$ cat config.mk
export PLATFORM = sky130hd
export DESIGN_NAME = wb_rr_arbiter
export DESIGN_NICKNAME = d
export VERILOG_FILES = /design/src/rtl/wb_rr_arbiter.sv
export SDC_FILE = /design/constraint.sdc
export NUM_CORES = 1
export LEC_CHECK = 0
export CELL_PAD_IN_SITES_DETAIL_PLACEMENT = 0
export CELL_PAD_IN_SITES_GLOBAL_PLACEMENT = 2
export CORE_AREA = 2 2 453 455
export CTS_CLUSTER_DIAMETER = 30
export CTS_CLUSTER_SIZE = 16
export DETAILED_ROUTE_END_ITERATION = 10
export DIE_AREA = 0 0 455 457
export GPL_TIMING_DRIVEN = 0
export PLACE_DENSITY = 0.39
export SYNTH_ARGS = -nofsm -noshare
export SYNTH_HDL_FRONTEND = slang
export SYNTH_SLANG_ARGS = --single-unit
$ cat constraint.sdc
create_clock -name clk -period 1.8 [get_ports clk]
set_input_delay 0.36 -clock clk [delete_from_list [all_inputs] [get_ports clk]]
set_output_delay 0.36 -clock clk [all_outputs]
set_load 0.02 [all_outputs]
$ cat src/rtl/wb_rr_arbiter.sv
// Round-robin Wishbone arbiter: NUM_MASTERS requesters share one slave; ownership is locked by cyc.
// Optional stalled-slave watchdog is compiled in when WB_ARB_TIMEOUT_EN is defined.
module wb_rr_arbiter #(
  parameter int NUM_MASTERS    = 4,
  parameter int DATA_WIDTH     = 128,
  parameter int ADDR_WIDTH     = 32,
  parameter int SEL_WIDTH      = DATA_WIDTH/8,
  parameter int TIMEOUT_CYCLES = 255
) (
  input  logic                              clk,
  input  logic                              rst,
  input  logic [NUM_MASTERS*ADDR_WIDTH-1:0] wbm_adr_i,
  input  logic [NUM_MASTERS*DATA_WIDTH-1:0] wbm_dat_i,
  input  logic [NUM_MASTERS*SEL_WIDTH-1:0]  wbm_sel_i,
  input  logic [NUM_MASTERS-1:0]            wbm_we_i,
  input  logic [NUM_MASTERS-1:0]            wbm_stb_i,
  input  logic [NUM_MASTERS-1:0]            wbm_cyc_i,
  output logic [DATA_WIDTH-1:0]             wbm_dat_o,
  output logic [NUM_MASTERS-1:0]            wbm_ack_o,
  output logic [NUM_MASTERS-1:0]            wbm_err_o,
  output logic [NUM_MASTERS-1:0]            wbm_rty_o,
  output logic [ADDR_WIDTH-1:0]             wbs_adr_o,
  output logic [DATA_WIDTH-1:0]             wbs_dat_o,
  output logic [SEL_WIDTH-1:0]              wbs_sel_o,
  output logic                              wbs_we_o,
  output logic                              wbs_stb_o,
  output logic                              wbs_cyc_o,
  input  logic [DATA_WIDTH-1:0]             wbs_dat_i,
  input  logic                              wbs_ack_i,
  input  logic                              wbs_err_i,
  input  logic                              wbs_rty_i,
  output logic [NUM_MASTERS-1:0]            grant_o,
  output logic                              timeout_o
);

  localparam int IDX_W = $clog2(NUM_MASTERS);
  localparam logic [IDX_W-1:0] LAST_IDX = IDX_W'(NUM_MASTERS - 1);

  if (NUM_MASTERS < 2 || NUM_MASTERS > 8 || TIMEOUT_CYCLES < 1) begin : g_bad_param
    $error("wb_rr_arbiter: NUM_MASTERS must be 2..8 and TIMEOUT_CYCLES >= 1");
  end

  logic             grant_valid_q, grant_valid_d;
  logic [IDX_W-1:0] owner_q, owner_d;
  logic [IDX_W-1:0] last_owner_q, last_owner_d;

  logic [ADDR_WIDTH-1:0] adr_arr [NUM_MASTERS];
  logic [DATA_WIDTH-1:0] dat_arr [NUM_MASTERS];
  logic [SEL_WIDTH-1:0]  sel_arr [NUM_MASTERS];

  for (genvar gi = 0; gi < NUM_MASTERS; gi++) begin : g_unpack
    assign adr_arr[gi] = wbm_adr_i[gi*ADDR_WIDTH +: ADDR_WIDTH];
    assign dat_arr[gi] = wbm_dat_i[gi*DATA_WIDTH +: DATA_WIDTH];
    assign sel_arr[gi] = wbm_sel_i[gi*SEL_WIDTH +: SEL_WIDTH];
  end

  // Scan last_owner+1, last_owner+2, ... with an explicit wrap so non-power-of-two counts work.
  logic             pick_found;
  logic [IDX_W-1:0] pick_idx;
  logic [IDX_W-1:0] scan_idx;

  always_comb begin
    pick_found = 1'b0;
    pick_idx   = '0;
    scan_idx   = last_owner_q;
    for (int k = 0; k < NUM_MASTERS; k++) begin
      scan_idx = (scan_idx == LAST_IDX) ? '0 : scan_idx + 1'b1;
      if (!pick_found && wbm_cyc_i[scan_idx]) begin
        pick_found = 1'b1;
        pick_idx   = scan_idx;
      end
    end
  end

  logic owner_cyc;
  assign owner_cyc = wbm_cyc_i[owner_q];

  // The release cycle never re-arbitrates, which guarantees an idle cycle between owners.
  always_comb begin
    grant_valid_d = grant_valid_q;
    owner_d       = owner_q;
    last_owner_d  = last_owner_q;
    if (!grant_valid_q) begin
      if (pick_found) begin
        grant_valid_d = 1'b1;
        owner_d       = pick_idx;
        last_owner_d  = pick_idx;
      end
    end else if (!owner_cyc) begin
      grant_valid_d = 1'b0;
    end
  end

  always_ff @(posedge clk) begin
    if (rst) begin
      grant_valid_q <= 1'b0;
      owner_q       <= '0;
      last_owner_q  <= LAST_IDX;
    end else begin
      grant_valid_q <= grant_valid_d;
      owner_q       <= owner_d;
      last_owner_q  <= last_owner_d;
    end
  end

  logic stb_raw;
  logic to_hit;
  logic any_resp;

  assign any_resp  = wbs_ack_i | wbs_err_i | wbs_rty_i;
  assign wbs_cyc_o = grant_valid_q & owner_cyc;
  assign stb_raw   = wbs_cyc_o & wbm_stb_i[owner_q];
  assign wbs_stb_o = stb_raw & ~to_hit;
  assign wbs_we_o  = grant_valid_q & wbm_we_i[owner_q];
  assign wbs_adr_o = adr_arr[owner_q];
  assign wbs_dat_o = dat_arr[owner_q];
  assign wbs_sel_o = sel_arr[owner_q];
  assign wbm_dat_o = wbs_dat_i;

`ifdef WB_ARB_TIMEOUT_EN
  localparam int CNT_W = $clog2(TIMEOUT_CYCLES + 1);
  logic [CNT_W-1:0] to_cnt_q, to_cnt_d;

  assign to_hit = stb_raw & ~any_resp & (to_cnt_q == CNT_W'(TIMEOUT_CYCLES));

  always_comb begin
    to_cnt_d = to_cnt_q;
    if (!wbs_cyc_o || any_resp || to_hit) begin
      to_cnt_d = '0;
    end else if (stb_raw) begin
      to_cnt_d = to_cnt_q + 1'b1;
    end
  end

  always_ff @(posedge clk) begin
    if (rst) begin
      to_cnt_q <= '0;
    end else begin
      to_cnt_q <= to_cnt_d;
    end
  end

  assign timeout_o = to_hit;
`else
  assign to_hit    = 1'b0;
  assign timeout_o = 1'b0;
`endif

  for (genvar gi = 0; gi < NUM_MASTERS; gi++) begin : g_route
    logic is_owner;
    assign is_owner      = grant_valid_q & (owner_q == IDX_W'(gi));
    assign grant_o[gi]   = is_owner;
    assign wbm_ack_o[gi] = is_owner & wbs_ack_i;
    assign wbm_err_o[gi] = is_owner & (wbs_err_i | to_hit);
    assign wbm_rty_o[gi] = is_owner & wbs_rty_i;
  end

endmodule

==> run summary <==
Status = complete, but fails checks
Failing checks = setup timing
Starting DRT DRC Count = 401
Largest net degree at the start of global routing = 11
First-pass GRT wire length = 146 mm
Pre-CTS WS = -2.55 ns
Ys flop type = dfxtp_1
CTS H-tree depth = 1
Wire length per cell = 29.6 microns
Worst Path Required = 1.44 ns
Yosys cell types = 38
DRC violations left = 0
Highest net fanout along the worst path = 6
Final Setup Violations = 195
Synth cell count leaders = mux4_2 (179), buf_4 (152), buf_2 (15)
Register area share after synthesis = 1.72%
Post-Syn Instances = 427
Design area = 21,500 sq um
Vias per cell = 2.23
Share of layout cells above drive strength 1 = 42.5%
Crit path largest cell delay = 0.58 ns
Maximum vdd drop = 0.237 mV
Total grt overflow = 0
Core area = 203,000 sq um
Antenna violations before repair = 55
Asr flop ratio synth = 0%
Critical Path AT = 2.07 ns
Clock net sink count = 5
Setup CP Type = flop to output port
Pleak = 7.25 nW
Post-placement cell count = 4,157
Final hold vios = 0
Slowest-stage cell, CP = mux4_2
Longest Clk Path Bufs = 2
Fin. max-slew vios = 0
RSZ-0062 raised after global routing = yes
Crit path launch type = flop
DR vias = 9,477
Multi-input combinational cell area = 4530 sq um
Measured slew at the worst slew-check pin = 0.691 ns
I/O Buffers = 1,042
Period minus WS final = 2.43 ns
Final wirelength = 126 mm
Die span in y = 457 microns
GRT Util Overall = 11.5%
Area delta synth->final = 269%
Detailed Place HPWL = 116 mm
Worst min path class = flop to flop
Post-route worst setup slack = -0.630 ns
Nets = 2,403
Post-place instance area = 19,600 sq um
Post-route ant nets = 0
Top cell type's share of synthesized area = 69.2%
TritonCTS clock tree = yes
Clk_lat worst skew = 0.23 ns
Cell breakdown of the critical path = buf_12 -> buf_16 -> buf_16 -> mux4_2 -> buf_8
Crit-path most repeated cell = buf_16
Total CTS buffers = 3
FF+latch area = 114 sq um
Vias in the first global route = 10,288
Yosys warns = 0
Die area = 208,000 sq um
Number of synthesized flops with an enable pin = 0
# Max-Cap Violations = 0
Avg Synthesized Cell Area = 13.7 sq um
Synth area leaders = mux4_2 (69%), buf_4 (20%), dfxtp_1 (1.7%), and2_1 (1.4%), buf_2 (1.3%)
Fillers = 23,317
Fmax = 411 MHz
Drt pass-1 iters = 4
Clk_skew = 0.00199 ns
Post-CTS Hold Buffers = 0
Synth Net Count = 1,277
DIE WIDTH = 455 microns
Most common cell in the synthesized netlist = mux4_2
Total I/O pin count = 1,173
Finished Layout Cells = 4,259
Yosys reg bits = 5
Power Density = 695 nW/um^2
Nature of the critical path endpoint = output port
Crit share post-route = 135%
Slew HR = 53.8%
Post-Syn Area = 5830 sq um
Initial Utilization = 2.87%
Clock transition at path regs = 0.03 ns
FP Rows = 166
Placer Congestion = 0.796
Largest area contributor in the netlist = mux4_2
Root Driver = clkbuf_16
final timing paths:
| path | from | to | slack [ns] | depth (start not counted) |
|---|---|---|---|---|
| min reg2reg | last_owner_q[1] | last_owner_q[1] | 0.52 | 2 |
| max reg2reg | last_owner_q[0] | owner_q[0] | 0.10 | 6 |
| min | last_owner_q[1] | last_owner_q[1] | 0.52 | 2 |
| max | owner_q[0] | wbs_sel_o[15] | -0.63 | 5 |
layer usage:
metal	track usage (%)	up-vias	part of all wire, %
met5	0	-	0.13
met3	3.92	97	9.2
met1	9.46	4724	28
met2	25.0	660	60
li1	-	3972	-
met4	2.05	24	2.0
power by group:
part           total [W]  switching [W]  internal, W
Combinational     0.0144        0.00748      0.00688
Sequential      0.000204      0.0000602     0.000143
Clock           0.000375      0.0000809     0.000294
what timing repair did:
action / in CTS / in global routing
setup buffers: 51 / 23
setup endpoints to repair: 199 / 196
pin swaps: 4 / 3
endpoints found under the hold margin: 0 / 0
gates cloned: 9 / 5
gates resized for setup: 1285 / 182
critical path, delay by kind of cell, from the launching register on:
| family | cells | cell delay [ns] |
|---|---|---|
| flops | 1 | 0.44 |
| buf+inv | 4 | 0.71 |
| mux | 1 | 0.58 |
cell type report:
class                      instances  share of cell area, %
sequential                         5                  0.530
timing repair buffer            1126                   54.7
multi-input combinational        242                   21.1
antenna                           19                  0.221
inverter                           2                 0.0349
buffer                           173                   7.41
clock buffer                       4                  0.367
tap                             2688                   15.6
cell families after synthesis:
| logic type | count (synthesis) | share of synthesized area [%] |
|---|---|---|
| compound gates | 18 | 2.47 |
| xor+xnor | 1 | 0.279 |
| fa+ha+maj | 1 | 0.215 |
| buf+inv | 180 | 21.8 |
| flops | 5 | 1.72 |
| mux | 180 | 69.4 |
| other cells | 1 | 0.0643 |
| simple gates | 41 | 4.01 |
flip-flops by register name (all words and copies together), names as in the netlist:
| register | count |
|---|---|
| grant_valid_q | 1 |
| owner_q | 2 |
| last_owner_q | 2 |
metrics by stage:
stage | hold WS (ns) | TNS (ns) | power [W] | utilization, %
floorplan | 0.429 | -2.62 | 0.00494 | -
global placement | 0.502 | -359.70 | 0.0133 | 9.65
detailed placement | 0.501 | -357.16 | 0.0133 | 9.65
CTS | 0.541 | -106.10 | 0.0151 | 10.2
global route | 0.573 | -99.54 | 0.0158 | 10.5
finish | 0.516 | -90.95 | 0.0149 | 10.6
placed cells by master (no fill, tap or decap), types with 2 or more instances in the layout:
cell type	n
clkdlybuf4s50_1	844
dfxtp_2	2
and2_4	5
buf_8	17
nor3b_1	2
o21ai_1	2
buf_16	12
clkbuf_16	8
mux4_2	179
diode_2	19
dfxtp_4	3
and3_4	2
clkbuf_4	5
buf_12	37
nand2_1	6
buf_4	194
nor2_1	7
and2_1	8
a21o_1	2
a21oi_1	5
buf_2	20
a2111oi_4	2
dlygate4sd2_1	3
clkbuf_8	2
buf_6	159
Note: power is estimated with default switching activity, not from simulation.
